$ cat config.mk
export PLATFORM = sky130hd
export DESIGN_NAME = data_cache
export DESIGN_NICKNAME = d
export VERILOG_FILES = /design/src/rtl/data_cache_pkg.sv /design/src/rtl/data_cache_fsm.sv /design/src/rtl/data_cache.sv
export SDC_FILE = /design/constraint.sdc
export NUM_CORES = 1
export LEC_CHECK = 0
export CAP_MARGIN = 20
export CORE_UTILIZATION = 52
export DETAILED_ROUTE_END_ITERATION = 8
export GPL_TIMING_DRIVEN = 1
export PLACE_DENSITY = 0.74
export SLEW_MARGIN = 20
export SYNTH_ARGS = -nofsm -noshare
export SYNTH_HDL_FRONTEND = slang
export SYNTH_HIERARCHICAL = 1
export SYNTH_SLANG_ARGS = --single-unit
$ cat constraint.sdc
create_clock -name clk -period 3.17 [get_ports clk]
set_input_delay 0.4755 -clock clk [delete_from_list [all_inputs] [get_ports clk]]
set_output_delay 0.4755 -clock clk [all_outputs]
set_load 0.05 [all_outputs]
$ cat src/rtl/data_cache_pkg.sv
// data_cache shared types: controller state and the fixed
// address / block geometry of the 8-bit CPU port.
package data_cache_pkg;

  localparam int BLOCK_BYTES = 4;
  localparam int ADDR_W      = 8;
  localparam int MEM_ADDR_W  = 6;
  localparam int BLOCK_W     = BLOCK_BYTES * 8;

  typedef enum logic [1:0] {
    IDLE       = 2'd0,
    WRITE_BACK = 2'd1,
    MEM_READ   = 2'd2
  } state_t;

endpackage

$ cat src/rtl/data_cache_fsm.sv
// data_cache miss controller: IDLE / WRITE_BACK / MEM_READ.
// In: clk, rst, read, write, hit, line_dirty, mem_busywait.
// Out: state, busywait, mem_read, mem_write, fill (load line),
//      miss (one cycle per IDLE miss transition).
module data_cache_fsm
  import data_cache_pkg::*;
(
  input  logic   clk,
  input  logic   rst,
  input  logic   read,
  input  logic   write,
  input  logic   hit,
  input  logic   line_dirty,
  input  logic   mem_busywait,
  output state_t state,
  output logic   busywait,
  output logic   mem_read,
  output logic   mem_write,
  output logic   fill,
  output logic   miss
);

  state_t next;
  logic   entry_q;
  logic   entry_d;
  logic   req;
  logic   done;

  assign req = read | write;
  // memory may still show the previous transfer's busywait
  // during the entry cycle, so that edge is never taken as done
  assign done = !entry_q && !mem_busywait;

  always_ff @(posedge clk) begin
    if (rst) begin
      state   <= IDLE;
      entry_q <= 1'b0;
    end else begin
      state   <= next;
      entry_q <= entry_d;
    end
  end

  always_comb begin
    next      = state;
    entry_d   = 1'b0;
    mem_read  = 1'b0;
    mem_write = 1'b0;
    fill      = 1'b0;
    miss      = 1'b0;
    busywait  = req && !(state == IDLE && hit);
    unique case (state)
      IDLE: begin
        if (req && !hit) begin
          miss    = 1'b1;
          entry_d = 1'b1;
          next    = line_dirty ? WRITE_BACK : MEM_READ;
        end
      end
      WRITE_BACK: begin
        mem_write = 1'b1;
        if (done) begin
          next    = MEM_READ;
          entry_d = 1'b1;
        end
      end
      MEM_READ: begin
        mem_read = 1'b1;
        if (done) begin
          fill = 1'b1;
          next = IDLE;
        end
      end
      default: next = IDLE;
    endcase
  end

endmodule

$ cat src/rtl/data_cache.sv
// Direct-mapped write-back write-allocate byte cache over a
// 32-bit block memory. Ports: clk, rst (sync, active high),
// CPU read/write/address/writedata/readdata/busywait, memory
// mem_read/mem_write/mem_address/mem_writedata/mem_readdata/
// mem_busywait. `define DATA_CACHE_STATS_EN adds hit_count and
// miss_count (16-bit, saturating).
module data_cache
  import data_cache_pkg::*;
#(
  parameter int INDEX_W = 3
) (
  input  logic                  clk,
  input  logic                  rst,
  output logic                  busywait,
  input  logic                  mem_busywait,
  input  logic                  write,
  output logic                  mem_write,
  input  logic                  read,
  output logic                  mem_read,
  input  logic [7:0]            writedata,
  output logic [BLOCK_W-1:0]    mem_writedata,
  output logic [7:0]            readdata,
  input  logic [BLOCK_W-1:0]    mem_readdata,
  input  logic [ADDR_W-1:0]     address,
  output logic [MEM_ADDR_W-1:0] mem_address
`ifdef DATA_CACHE_STATS_EN
  ,
  output logic [15:0]           hit_count,
  output logic [15:0]           miss_count
`endif
);

  localparam int LINES = 1 << INDEX_W;
  localparam int TAG_W = MEM_ADDR_W - INDEX_W;

  logic [LINES-1:0]   valid_q;
  logic [LINES-1:0]   dirty_q;
  logic [TAG_W-1:0]   tag_q  [LINES];
  logic [BLOCK_W-1:0] data_q [LINES];

  logic [1:0]         offset;
  logic [INDEX_W-1:0] index;
  logic [TAG_W-1:0]   tag;
  logic               hit;
  logic               wr_hit;
  logic               fill;
  logic               miss;
  state_t             state;

  // the missing request is latched so a dropped or changed
  // CPU address cannot redirect a fill already in flight
  logic [INDEX_W-1:0] req_idx_q;
  logic [TAG_W-1:0]   req_tag_q;

  assign offset = address[1:0];
  assign index  = address[INDEX_W+1:2];
  assign tag    = address[ADDR_W-1:INDEX_W+2];
  assign hit    = valid_q[index] && (tag_q[index] == tag);
  assign wr_hit = (state == IDLE) && write && hit;

  data_cache_fsm u_fsm (
    .clk          (clk),
    .rst          (rst),
    .read         (read),
    .write        (write),
    .hit          (hit),
    .line_dirty   (valid_q[index] && dirty_q[index]),
    .mem_busywait (mem_busywait),
    .state        (state),
    .busywait     (busywait),
    .mem_read     (mem_read),
    .mem_write    (mem_write),
    .fill         (fill),
    .miss         (miss)
  );

  always_ff @(posedge clk) begin
    if (rst) begin
      valid_q <= '0;
      dirty_q <= '0;
    end else if (fill) begin
      valid_q[req_idx_q] <= 1'b1;
      dirty_q[req_idx_q] <= 1'b0;
    end else if (wr_hit) begin
      dirty_q[index] <= 1'b1;
    end
  end

  always_ff @(posedge clk) begin
    if (miss) begin
      req_idx_q <= index;
      req_tag_q <= tag;
    end
    if (fill) begin
      data_q[req_idx_q] <= mem_readdata;
      tag_q[req_idx_q]  <= req_tag_q;
    end else if (wr_hit) begin
      data_q[index][{offset, 3'b000} +: 8] <= writedata;
    end
  end

  always_comb begin
    readdata = 8'h00;
    if (state == IDLE && read && hit)
      readdata = data_q[index][{offset, 3'b000} +: 8];
  end

  always_comb begin
    mem_address   = '0;
    mem_writedata = '0;
    unique case (state)
      WRITE_BACK: begin
        mem_address   = {tag_q[req_idx_q], req_idx_q};
        mem_writedata = data_q[req_idx_q];
      end
      MEM_READ: mem_address = {req_tag_q, req_idx_q};
      default: ;
    endcase
  end

`ifdef DATA_CACHE_STATS_EN
  // the IDLE completion right after a fill is not a first-lookup hit
  logic after_fill_q;

  always_ff @(posedge clk) begin
    if (rst) begin
      after_fill_q <= 1'b0;
      hit_count    <= '0;
      miss_count   <= '0;
    end else begin
      after_fill_q <= fill;
      if (state == IDLE && (read || write) && hit &&
          !after_fill_q && hit_count != 16'hFFFF)
        hit_count <= hit_count + 16'd1;
      if (miss && miss_count != 16'hFFFF)
        miss_count <= miss_count + 16'd1;
    end
  end
`endif

endmodule

# After elaboration in Yosys (flattened, before gate mapping)
# Memories as Yosys holds them, arrays and structs flattened. A register that Yosys moved wholly into a read port is not among the register bits.
# Cells that the tools add are included.
[classes] addsub=1 n_lt_le_gt_ge=4 n_eq_ne=6 shift=3 mux=35 bitwise=5 n_reduce_logical=20
[ops] operator="32-bit 2-to-1 mux" n=4
[ops] operator="32-bit OR reduction" n=1
[ops] operator="8-bit by 7-bit variable shift with 32-bit output, first input constant" n=1
[ops] operator="32-bit by 6-bit variable part select with 8-bit output" n=1
[ops] operator="8-bit by 7-bit variable part select with 32-bit output" n=1
[ops] operator="8-bit 2-to-1 mux" n=3
[ops] operator="8-bit bitwise OR" n=2
[ops] operator="1-bit 2-to-1 mux" n=14
[ops] operator="1-bit logical AND" n=12
[ops] operator="6-bit case mux with 2 select lines" n=1
[ops] operator="3-bit 2-to-1 mux" n=3
[ops] operator="8-bit AND" n=1
[ops] operator="3-bit by 4-bit < comparator with 1-bit output, second input constant" n=2
[ops] operator="2-bit 2-to-1 mux" n=4
[ops] operator="8-bit NOT" n=1
[ops] operator="5-bit negation with 7-bit output" n=1
[ops] operator="1-bit binary-select mux with 3-bit select" n=2
[ops] operator="1-bit demux with 3-bit select" n=2
[ops] operator="3-bit by 1-bit greater-or-equal comparator with 1-bit output, second input constant" n=2
[ops] operator="2-bit by 1-bit inequality test with 1-bit output, second input constant" n=3
[ops] operator="2-bit case mux with 3 select lines" n=1
[ops] operator="1-bit logical NOT" n=4
[ops] operator="3-bit equality test" n=1
[ops] operator="3-bit AND reduction" n=1
[ops] operator="other kinds (6)" n=6
[word_totals] register_bits=25 ram_bits=280 wordCells=82 mem_count=2
[mem_list] memory="data_q" depth=8 word_bits=32 rd=2 rd_clocked_by_memory_dff=1 wr=1 line_no="data_cache.sv:39" rtl="logic [BLOCK_W-1:0] data_q [LINES];"
[mem_list] memory="tag_q" depth=8 word_bits=3 rd=2 rd_clocked_by_memory_dff=1 wr=1 line_no="data_cache.sv:38" rtl="logic [TAG_W-1:0] tag_q [LINES];"

# Depth between registers and ports, before layout
[depth] depth_word=9 depth_mapped=13

# Cells and area by module
# Netlist, hierarchy kept.
[by_module_without_submodules] mod="data_cache" n_inst=1 cells_each=988 area_per_inst_um2=15053.2 seq_area_each_um2=8968.6
[by_module_without_submodules] mod="data_cache_fsm" n_inst=1 cells_each=21 area_per_inst_um2=173.9 seq_area_each_um2=60.1

# Least setup slack after synthesis
# OpenSTA, ideal clock, no wires.
[synth_path] kind="input port to output port" from="input port address[2]" to="output port readdata[1]" t_arrival_ns=3.501 t_required_ns=2.694 setup_slack_ns=-0.807 stages=9 n_path_buf=2 cell_sequence="buf_2 buf_6 mux2_1 a222oi_1 o21ai_1 xor2_1 nor4b_1 nand3_1 a211oi_1"
[synth_via] elab_chain_cells=5 elab_cells_between_ends=9 cone_classes="1 x eq/ne; 1 x shift; 3 x mux; 2 x reduce/logical; 2 x memory"
[synth_rtl] item="start: declaration" line_no="data_cache.sv:24" rtl="input logic [ADDR_W-1:0] address,"
[synth_rtl] item="memory read 8 x 3 bit or 1-bit binary-select mux with 3-bit select (tied branches)"
[synth_rtl] item="3-bit equality test or 1-bit 2-to-1 mux (tied branches)" line_no="data_cache.sv:58" rtl="assign hit = valid_q[index] && (tag_q[index] == tag);"
[synth_rtl] item="1-bit logical AND *" line_no="data_cache.sv:58"
[synth_rtl] item="via hit" line_no="data_cache.sv:44" rtl="logic hit;"
[synth_rtl] item="1-bit logical AND *" line_no="data_cache.sv:104" rtl="if (state == IDLE && read && hit)"
[synth_rtl] item="8-bit 2-to-1 mux *" line_no="data_cache.sv:104"
[synth_rtl] item="end: declaration" line_no="data_cache.sv:22" rtl="output logic [7:0] readdata,"
# The timed path passes the listed nets; every way through them passes the cells marked *. The select of a mux whose other input is x is not followed.

==> results.md <==
* Crit-path cells: mux2_2, a22oi_1, nand3_1, xor2_2, nor4b_4, nand3_4, buf_12, a211oi_4, buf_12
* Fmax at 289.8 MHz
* Crit path largest cell delay at 0.42 ns
* Leak Pwr at 0.006676 uW
* PortBufs at 101
* Startpoint types: flop
* Status: finished, violations left
* CP Max Fanout at 8
* First-pass GRT wire length at 63,700 um
* Std cell rows at 62
* Final HPWL DP at 28,780 um
* ANT nets after route at 0
* Arr. time, crit path at 2.98 ns
* Vias per cell at 6.392
* CTS sink cnt at 308
* Worst r2r src: tag_q[6][2]$_DFFE_PP_
* Worst path required time at 2.69 ns
* Mapped cell area at 15,230 um2
* Number of global-route vias before repair at 10,490
* Global-route usage over all layers at 0.2871
* Failing checks: setup timing
* CP endpoint: readdata[1]
* Unique cell type count in the Yosys netlist at 49
* Slowest CP cell: edfxtp_1
* Synthesized Nets at 1,069
* Final WL at 43,100 um
* Largest net degree at the start of global routing at 68
* Routed wire per std cell at 26.64 um
* Tmin final at 3.451 ns
* Relative max-transition margin at 0.4420
* CTS tree: built
* HP Class: input port to flop
* Seq/Total Area, Yosys at 0.5929
* Critical path buffers and inverters at 2
* Cell count of the worst reg-to-reg path at 12
* H-Tree Depth at 1
* Max_cap viols at 0
* Synth top area cells: edfxtp_1 56%, mux4_2 18%, mux2i_1 3.7%, dfxtp_1 2.9%, nor2_1 2.3%
* CP top delay family: simple AND/OR/NAND/NOR gates
* Most common cell on crit path: buf_12
* Fin nets at 1,270
* Synth area leader: edfxtp_1
* YS warnings at 6
* Total Power at 9618 uW
* Hold-fix buffers at CTS at 0
* Initial antenna violation count at 0
* Final hold violations at 0
* GRT overflow at 0
* Clock Skews at 0.01120 ns
* Vias at 10,340
* Syn avg cell area at 15.09 um2
* Cells after Synth at 1,009
* Stages on the worst setup path at 9
* I/O Pins at 102
* Crit. End Element: output pin
* Die area at 29,970 um2
* Crit path from: tag_q[6][0]$_DFFE_PP_
* FF-to-FF End: data_q[2][30]$_DFFE_PP_
* Area of the core at 28,780 um2
* Tcrit/Tclk final at 1.089
* Top_reg_cell synth: edfxtp_1
* Cell with the most instances after synthesis: edfxtp_1
* DRC at 0
* Layout cells sized above 1 at 0.3655
* Peak VDD IR at 0.0004539 V
* Clock Path Buffers at 3
* Post-synth ARST share at 0
* Worst-Margin Slew at 0.8344 ns
* Final Util at 0.6807
* #FFs+latches synth at 308
* Die span in x at 173.1 um
* Commonest cells post-synth: 286 x edfxtp_1, 122 x mux4_2, 92 x nor2_1
* Hold wc startpoint: address[4]
* Worst-path clk slew at 0.06 ns
* Chip height at 173.1 um
* Final setup viols at 8
* Hold Crit Depth at 2
* Slew Limit Fails at 0
* Worst skew pair latency at 0.56 ns
* Power Dens Cells at 490.9 nW/um2
* Top-area cell type share of the netlist area at 0.5640
* Setup WS post-layout at -0.2806 ns
* Synth-to-Final Area Change at 28.66%
* Initial Utilization at 0.5291
* Num CTS Buffers at 31
* DR iter-0 viols at 1,120
* Diodes inserted at 0
* Critical path class: flop to output pin
* RSZ-0062 raised after global routing: true
* Drt pass-1 iters at 8
* R2r setup slk at 0.08 ns
* CTS Root Cell: clkbuf_16
* GP Congestion at 0.8613
* EDFF count, synth at 286
-- power by group --
group	leakage, uW	internal [uW]	switching, uW
clock network	0.000519	2250	1590
registers	0.00276	4500	47.7
logic	0.00340	576	660
total	0.00668	7320	2300
-- sequential cells by signal (all words and copies together) (netlist names), named ones only --
register and cells:
data_q 256, u_fsm/state 2, tag_q 24, dirty_q 8, req_tag_q 3, req_idx_q 3, valid_q 8, u_fsm/entry_q 1
-- worst min-delay path by stage --
stage	endpoint
finish	req_idx_q[2]$_DFFE_PP_
CTS	req_idx_q[2]$_DFFE_PP_
global placement	valid_q[6]$_SDFFE_PP0P_
detailed placement	valid_q[0]$_SDFFE_PP0P_
floorplan	valid_q[4]$_SDFFE_PP0P_
global route	req_idx_q[2]$_DFFE_PP_
-- stage by stage --
| step | TNS, ns | instances | worst slack [ns] | hold slack (ns) | area (um2) |
|---|---|---|---|---|---|
| after floorplan | -2.847 | 1009 | -0.05678 | 0.4348 | 15380 |
| after global placement | -172.11 | 1552 | -0.5058 | 0.4450 | 18190 |
| after detailed placement | -196.20 | 1552 | -0.6369 | 0.4581 | 18190 |
| after CTS | -1.936 | 1614 | -0.2823 | 0.4556 | 19370 |
| after global routing | -7.614 | 1618 | -0.4240 | 0.4607 | 19590 |
| final | -1.956 | 1618 | -0.2806 | 0.4683 | 19590 |
-- timing repair --
action                                 CTS  global route
gates resized for setup                 30            39
pin swaps                                7             2
cloned                                   0             1
setup endpoints to repair              409           417
endpoints found under the hold margin    0             0
setup buffers                            5             3
-- routing by layer --
| layer | vias to the layer above | share of wire | global-route usage |
|---|---|---|---|
| li1 | 4395 | - | - |
| met1 | 5163 | 0.37 | 0.3900 |
| met2 | 674 | 0.49 | 0.4723 |
| met3 | 110 | 0.10 | 0.04551 |
| met4 | 0 | 0.037 | 0.1055 |
| met5 | - | 0 | 0 |
-- placed cells by master (no fill, tap or decap), types with 5 or more instances in the layout --
master / n
ha_1: 7
dfxtp_1: 19
buf_12: 64
mux2_4: 5
nor3_1: 9
a211oi_1: 18
a21oi_1: 34
mux2_2: 17
clkinv_2: 9
nand2_1: 13
edfxtp_1: 286
a22oi_1: 11
buf_4: 118
and2_1: 5
nand2b_1: 5
nor2_2: 16
mux2i_1: 54
nor2b_1: 48
inv_1: 36
clkinvlp_4: 5
nand3_1: 46
clkdlybuf4s50_1: 51
nor2_4: 15
mux4_2: 122
nor2_1: 61
o21ai_0: 46
o21ai_2: 9
bufinv_16: 5
clkbuf_16: 33
-- cells by family after synthesis --
logic type	share of synthesized area
xor gates and xnor gates	0.001726
buffers and inverters	0.03032
muxes	0.2350
DFF	0.5929
adders and majority gates	0.005752
AOI/OAI and AO/OA	0.05760
and+or+nand+nor	0.07667
-- worst register-to-register path, stage by stage (launching register included) --
cell and delay [ns]:
edfxtp_1 0.40, mux2_2 0.28, a222oi_1 0.26, o21ai_1 0.16, xor2_2 0.19, buf_4 0.18, nor4_4 0.33, buf_4 0.20
buf_4 0.16, a21oi_1 0.07, buf_4 0.18, nor2_1 0.18, buf_6 0.19
-- cell type report --
type / count / area [um2]
clock inverters: 23 / 262.8
repair buffers: 239 / 2773
inverters: 38 / 142.6
clock buffers: 34 / 807.0
well taps: 384 / 480.5
multi-input cells: 592 / 6091
flip-flops and latches: 308 / 9035
fillers: 1890 / 9189
Power figures use the tool's default switching activity.
